### src/rtl/iomem_arbiter.sv
// -----------------------------------------------------------------------------
// iomem_arbiter
//
// Shares the SoC iomem peripheral bus between two masters (m0 = CPU iomem
// port, m1 = debug/DMA master) and decodes the granted request onto NSLV
// 64 KiB peripheral windows starting at SLV_BASE (addr[31:16]). Only one
// transfer is outstanding at a time. The winning request is latched into
// registers, so master inputs may change freely once a transfer is accepted.
//
// Optional feature (macro IOMEM_ARB_TIMEOUT_EN):
//   When defined, a slave that holds off s_ready for TIMEOUT BUSY cycles is
//   abandoned. The master then gets rdata 32'hFFFF_FFFF and bus_err pulses.
//   When undefined, BUSY waits indefinitely and TIMEOUT is only range-checked.
//
// Ports
//   clk                  system clock
//   rst                  asynchronous reset, active low
//   m0_/m1_valid         master request, held until the matching ready
//   m0_/m1_ready         one-cycle transfer-complete pulse
//   m0_/m1_addr          byte address
//   m0_/m1_wdata         write data
//   m0_/m1_wstrb         byte strobes (4'h0 = read)
//   m0_/m1_rdata         read data, valid while ready=1, zero otherwise
//   s_valid[NSLV]        one-hot slave request
//   s_ready[NSLV]        per-slave completion
//   s_rdata[32*NSLV]     slave i read data at [32*i +: 32]
//   s_addr/wdata/wstrb   registered copy of the granted request
//   bus_err              one-cycle pulse on unmapped access or timeout
// -----------------------------------------------------------------------------
module iomem_arbiter #(
  parameter int unsigned NSLV     = 2,
  parameter logic [15:0] SLV_BASE = 16'h0300,
  parameter int unsigned TIMEOUT  = 255
) (
  input  logic               clk,
  input  logic               rst,
  input  logic               m0_valid,
  output logic               m0_ready,
  input  logic [31:0]        m0_addr,
  input  logic [31:0]        m0_wdata,
  input  logic [3:0]         m0_wstrb,
  output logic [31:0]        m0_rdata,
  input  logic               m1_valid,
  output logic               m1_ready,
  input  logic [31:0]        m1_addr,
  input  logic [31:0]        m1_wdata,
  input  logic [3:0]         m1_wstrb,
  output logic [31:0]        m1_rdata,
  output logic [NSLV-1:0]    s_valid,
  input  logic [NSLV-1:0]    s_ready,
  input  logic [32*NSLV-1:0] s_rdata,
  output logic [31:0]        s_addr,
  output logic [31:0]        s_wdata,
  output logic [3:0]         s_wstrb,
  output logic               bus_err
);

  if (NSLV < 1 || NSLV > 8 || TIMEOUT < 1) begin : g_bad_cfg
    $error("iomem_arbiter: NSLV must be 1..8 and TIMEOUT at least 1");
  end

  typedef enum logic [1:0] {
    IDLE = 2'd0,
    BUSY = 2'd1,
    RESP = 2'd2
  } state_t;

  state_t            state_q, state_d;
  logic              last_grant_q, last_grant_d;  // id of the master served last
  logic              gnt_q, gnt_d;                // id of the master being served
  logic [31:0]       addr_q, addr_d;
  logic [31:0]       wdata_q, wdata_d;
  logic [3:0]        wstrb_q, wstrb_d;
  logic [31:0]       rdata_q, rdata_d;
  logic              err_q, err_d;
  logic [NSLV-1:0]   s_valid_q, s_valid_d;

`ifdef IOMEM_ARB_TIMEOUT_EN
  localparam int unsigned CNT_W = $clog2(TIMEOUT + 1);
  logic [CNT_W-1:0]  cnt_q, cnt_d;
`endif

  // Request selection and address decode of the candidate request.
  logic              any_req;
  logic              sel;
  logic [31:0]       req_addr;
  logic [15:0]       slv_off;
  logic              mapped;
  logic              slv_hit;
  logic [31:0]       slv_rdata;

  always_comb begin
    any_req = m0_valid | m1_valid;
    // Tie goes to the master that was not served last; a lone requester wins.
    if (m0_valid && m1_valid) begin
      sel = ~last_grant_q;
    end else begin
      sel = m1_valid;
    end
    req_addr = sel ? m1_addr : m0_addr;
    // Unsigned 16-bit difference: addresses below SLV_BASE wrap to large
    // values and therefore fall outside the window range as well.
    slv_off  = req_addr[31:16] - SLV_BASE;
    mapped   = (slv_off < 16'(NSLV));
  end

  // s_valid_q is one-hot while BUSY, so masking avoids indexing by a number
  // and makes ready from unselected slaves irrelevant.
  always_comb begin
    slv_hit   = |(s_ready & s_valid_q);
    slv_rdata = 32'h0;
    for (int i = 0; i < int'(NSLV); i++) begin
      if (s_valid_q[i]) begin
        slv_rdata = s_rdata[32*i +: 32];
      end
    end
  end

  always_comb begin
    state_d      = state_q;
    last_grant_d = last_grant_q;
    gnt_d        = gnt_q;
    addr_d       = addr_q;
    wdata_d      = wdata_q;
    wstrb_d      = wstrb_q;
    rdata_d      = rdata_q;
    err_d        = err_q;
    s_valid_d    = s_valid_q;
`ifdef IOMEM_ARB_TIMEOUT_EN
    cnt_d        = cnt_q;
`endif

    unique case (state_q)
      IDLE: begin
        if (any_req) begin
          gnt_d        = sel;
          last_grant_d = sel;
          addr_d       = req_addr;
          wdata_d      = sel ? m1_wdata : m0_wdata;
          wstrb_d      = sel ? m1_wstrb : m0_wstrb;
          if (mapped) begin
            state_d = BUSY;
            err_d   = 1'b0;
            for (int i = 0; i < int'(NSLV); i++) begin
              s_valid_d[i] = (slv_off == 16'(i));
            end
`ifdef IOMEM_ARB_TIMEOUT_EN
            cnt_d = '0;
`endif
          end else begin
            // Unmapped: answer directly, no slave is ever selected.
            state_d = RESP;
            rdata_d = 32'h0;
            err_d   = 1'b1;
          end
        end
      end

      BUSY: begin
        if (slv_hit) begin
          // Completion on the expiry cycle still counts as a normal finish.
          state_d   = RESP;
          rdata_d   = slv_rdata;
          err_d     = 1'b0;
          s_valid_d = '0;
        end
`ifdef IOMEM_ARB_TIMEOUT_EN
        else if (cnt_q == CNT_W'(TIMEOUT - 1)) begin
          state_d   = RESP;
          rdata_d   = 32'hFFFF_FFFF;
          err_d     = 1'b1;
          s_valid_d = '0;
        end else begin
          cnt_d = cnt_q + CNT_W'(1);
        end
`endif
      end

      RESP: begin
        state_d = IDLE;
      end

      default: begin
        state_d   = IDLE;
        s_valid_d = '0;
      end
    endcase
  end

  always_ff @(posedge clk or negedge rst) begin
    if (!rst) begin
      state_q      <= IDLE;
      last_grant_q <= 1'b1;
      gnt_q        <= 1'b0;
      addr_q       <= 32'h0;
      wdata_q      <= 32'h0;
      wstrb_q      <= 4'h0;
      rdata_q      <= 32'h0;
      err_q        <= 1'b0;
      s_valid_q    <= '0;
`ifdef IOMEM_ARB_TIMEOUT_EN
      cnt_q        <= '0;
`endif
    end else begin
      state_q      <= state_d;
      last_grant_q <= last_grant_d;
      gnt_q        <= gnt_d;
      addr_q       <= addr_d;
      wdata_q      <= wdata_d;
      wstrb_q      <= wstrb_d;
      rdata_q      <= rdata_d;
      err_q        <= err_d;
      s_valid_q    <= s_valid_d;
`ifdef IOMEM_ARB_TIMEOUT_EN
      cnt_q        <= cnt_d;
`endif
    end
  end

  // Response signalling is decoded from the state so that an asynchronous
  // reset clears it in the same instant as the state register.
  always_comb begin
    m0_ready = (state_q == RESP) && !gnt_q;
    m1_ready = (state_q == RESP) &&  gnt_q;
    m0_rdata = m0_ready ? rdata_q : 32'h0;
    m1_rdata = m1_ready ? rdata_q : 32'h0;
    bus_err  = (state_q == RESP) && err_q;
  end

  assign s_valid = s_valid_q;
  assign s_addr  = addr_q;
  assign s_wdata = wdata_q;
  assign s_wstrb = wstrb_q;

endmodule

### config.mk
export PLATFORM = sky130hd
export DESIGN_NAME = iomem_arbiter
export DESIGN_NICKNAME = d
export VERILOG_FILES = /design/src/rtl/iomem_arbiter.sv
export SDC_FILE = /design/constraint.sdc
export NUM_CORES = 1
export LEC_CHECK = 0
export CORE_MARGIN = 2
export CORE_UTILIZATION = 34
export CTS_CLUSTER_SIZE = 8
export DETAILED_ROUTE_END_ITERATION = 6
export MAX_ROUTING_LAYER = met4
export PLACE_DENSITY = 0.74
export SYNTH_ARGS = -nofsm -noshare
export SYNTH_HDL_FRONTEND = slang
export SYNTH_SLANG_ARGS = --single-unit
### constraint.sdc
create_clock -name clk -period 2.2 [get_ports clk]
set_clock_uncertainty 0.05 [all_clocks]
set_input_delay 0.22 -clock clk [delete_from_list [all_inputs] [get_ports clk]]
set_output_delay 0.22 -clock clk [all_outputs]
set_load 0.005 [all_outputs]
==> qor.yml, run 1 <==
place:
  gp_congestion: 0.8365
  hpwl_microns: 14450
  portBuffers: 342
drt:
  viasPerCell: 4.835
  remaining_drc_errors: 0
  firstDrtPassIters: 4
  routedWlPerCell_microns: 15.98
  finalWirelength_microns: 18650
  vias: 5643
  drtIter0Drc: 260
  antenna_left: 0
yosys:
  yosysTopAreaCell: "dfrtp_1"
  synth_edf_count: 0
  syn_inst: 602
  synth.avg_cell_area_sq_um: 9.386
  synth_ff_type: "dfrtp_1"
  synthTopCellsByArea: "dfrtp_1 47%, mux2i_1 12%, nand2_1 9.4%"
  synth_cell_type_count: 35
  syn_area_sq_mm: 0.005650
  mappedNetlistNets: 808
  ys_top_cells_by_count: "142 x nand2_1, 106 x dfrtp_1, 71 x o21ai_0, 70 x mux2i_1, 64 x and2_1"
  synth_seq_area_share_pct: 47.41
  yosysTopAreaCellShare_pct: 46.94
  synth-seq-cells: 107
  post-synth-top-count-cell: "nand2_1"
  synth-async-reset-ratio_pct: 100.0
  yosysWarnings: 0
setup_path:
  worstSetupEndpointType: "output port"
  critPathArrivalTime_ns: 1.88
  r2r-end: "rdata_q[24]"
  cp-start-kind: "register"
  ff2ff_path_depth: 6
  worstSetupPathType: "reg2out"
  startpoint: "gnt_q"
  r2r_start: "last_grant_q"
  cp_max_fo: 5
  reg2reg_slack_ns: 0.17
  endpoint: "m0_rdata[9]"
  crit_required_ns: 1.93
grt:
  grt-busiest-layer: "met2"
  grt_use_met2_pct: 37.33
  grt_antenna_before_repair: 0
  grt_pass1_vias: 5565
  grt_pass1_wl_microns: 29490
  gr-total-overflow: 0
  use_met3_pct: 5.287
  grt_usage_pct: 21.76
  grt_max_degree: 108
  grtUsageMet1_pct: 25.17
clock_tree:
  htree_num_levels: 3
  clockBufferDepth: 2
  clkLatencyLatePin_ns: 0.35
  clkTransAtPathRegs_ns: 0.07
  cts_tree: "built"
  clockRootBuffer: "clkbuf_16"
  numCtsBuffers: 9
  clock-sinks: 107
sta:
  slew_viol_final: 0
  rsz0062_at_grt: "true"
  finalHoldWorstSlack_ns: 0.4293
  finalSetupViolCount: 0
  finalCritPeriodShare_pct: 97.66
  worstMarginPinSlew_ns: 0.6067
  maxSlewHeadroom_pct: 59.55
  layout_min_cycle_time_ns: 2.148
  fmax_mhz: 465.5
  finalHoldViolations: 0
floorplanning:
  die-width_microns: 132.9
  die_area_sq_mm: 0.01767
  design.portCount: 343
  core_sq_mm: 0.01641
  start_util_pct: 34.44
  rows: 47
  die_h_microns: 132.9
finish:
  layout-drive-gt1-share_pct: 6.864
  multi_input_area_sq_mm: 0.002785
  syn_to_final_growth_pct: 76.57
  nNetsFinal: 1148
  postLayoutCoreUtil_pct: 60.81
  seq_area_sq_mm: 0.002681
  n_antenna_cell: 0
  fillers: 1409
power:
  peakVddDrop_uv: 374.7
  p_leak_nw: 4.695
  cellPowerDensity_mw_per_mm2: 487.1
hold_path:
  hold_path.class: "reg2reg"
  hp-start: "err_q"
run_status:
  status: "finished clean"
run:
  cap_violations: 0
-- registers in the layout, summed over array words and instances, names as in the netlist --
register      count
rdata_q          32
s_addr           32
s_wdata          32
s_wstrb           4
s_valid           2
state_q           2
err_q             1
gnt_q             1
last_grant_q      1
-- per-stage QoR --
| stage | instances | TNS, ns | worst slack (ns) | power [mW] | area (sq um) |
|---|---|---|---|---|---|
| 4_1_cts | 1166 | 0 | 0.01277 | 4.929 | 9910 |
| 2_1_floorplan | 602 | 0 | 0.1502 | 2.374 | 5650 |
| 3_3_place_gp | 1148 | -1.145 | -0.05669 | 3.086 | 9543 |
| 3_5_place_dp | 1148 | -2.745 | -0.1084 | 3.099 | 9543 |
| 6_report | 1167 | 0 | 0.05156 | 4.860 | 9977 |
| 5_1_grt | 1167 | -0.02611 | -0.02419 | 5.073 | 9977 |
-- routing by layer --
| layer | share of wire [%] | wire (microns) | up-vias |
|---|---|---|---|
| li1 | - | - | 2804 |
| met1 | 40 | 7461 | 2590 |
| met2 | 50 | 9381 | 228 |
| met3 | 7.9 | 1469 | 21 |
| met4 | 1.8 | 334 | 0 |
| met5 | 0 | 0 | - |
-- final cells by class --
cell class | instances | share of cell area (%)
clock inverters | 3 | 0.6897
well taps | 220 | 2.759
multi-input cells | 445 | 27.92
flip-flops and latches | 107 | 26.87
clock buffers | 13 | 2.709
repair buffers | 379 | 39.05
-- worst max-delay path: stages, from the launching register on --
cell             delay, ns
dfrtp_1               0.42
nor3b_4               0.27
buf_4                 0.18
and2_1                0.14
clkdlybuf4s50_1       0.53
-- cell families after synthesis --
| group | count (synthesis) | share of synthesized area [%] |
|---|---|---|
| buffers and inverters | 50 | 3.809 |
| multiplexers | 70 | 12.40 |
| flip-flops | 107 | 47.41 |
| AO/OA/AOI/OAI | 143 | 16.87 |
| AND/OR/NAND/NOR | 232 | 19.51 |
-- report_power, final --
part | internal (mW) | switching, mW
Sequential | 2.07 | 0.0564
Clock | 1.09 | 0.718
Combinational | 0.619 | 0.299
Total | 3.79 | 1.07
-- worst min-delay path by stage --
stage | to | slack [ns] | depth (start not counted)
after floorplan | err_q | -0.13 | 0
after global placement | rdata_q[27] | 0.28 | 2
after detailed placement | rdata_q[27] | 0.30 | 2
after CTS | err_q | 0.43 | 2
after global routing | s_wdata[7] | 0.46 | 2
final | err_q | 0.43 | 2
-- cell usage in the layout (no fill, tap or decap), types with 2 or more instances in the layout --
cell,netlist,final
buf_12,0,11
nor2_1,5,5
and2_1,64,63
o21ai_0,71,71
o311ai_1,28,28
clkbuf_8,0,3
o311ai_0,4,4
a21oi_1,2,2
dfrtp_1,106,104
buf_4,0,26
nor4b_1,4,4
nor4_1,2,2
dfrtp_2,0,2
clkbuf_16,0,9
bufinv_16,0,2
dlygate4sd2_1,0,2
nand2_1,142,141
nand4_1,2,2
a22oi_1,31,31
nand2b_1,2,2
nand3_1,2,2
mux2i_1,70,70
dlymetal6s2s_1,0,24
clkdlybuf4s50_1,0,315
-- repair_timing --
| action | CTS | global route |
|---|---|---|
| hold buffers | 1 | 0 |
| buffers inserted | 1 | 1 |
| endpoints found under the setup margin | 64 | 27 |
| pin swaps | 0 | 1 |
| resized for setup | 7 | 24 |
| hold endpoints to repair | 106 | 0 |
Note: power is estimated with default switching activity, not from simulation.
==> run 2: changes to the inputs <==
--- a/config.mk
+++ b/config.mk
@@ -9,8 +9,10 @@
 export CORE_UTILIZATION = 34
 export CTS_CLUSTER_SIZE = 8
 export DETAILED_ROUTE_END_ITERATION = 6
+export HOLD_SLACK_MARGIN = 0.03
 export MAX_ROUTING_LAYER = met4
 export PLACE_DENSITY = 0.74
+export SLEW_MARGIN = 20
 export SYNTH_ARGS = -nofsm -noshare
 export SYNTH_HDL_FRONTEND = slang
 export SYNTH_SLANG_ARGS = --single-unit
==> results of run 2 <==
Same layout as run 1: the final DEF is identical, and so are final timing and power.
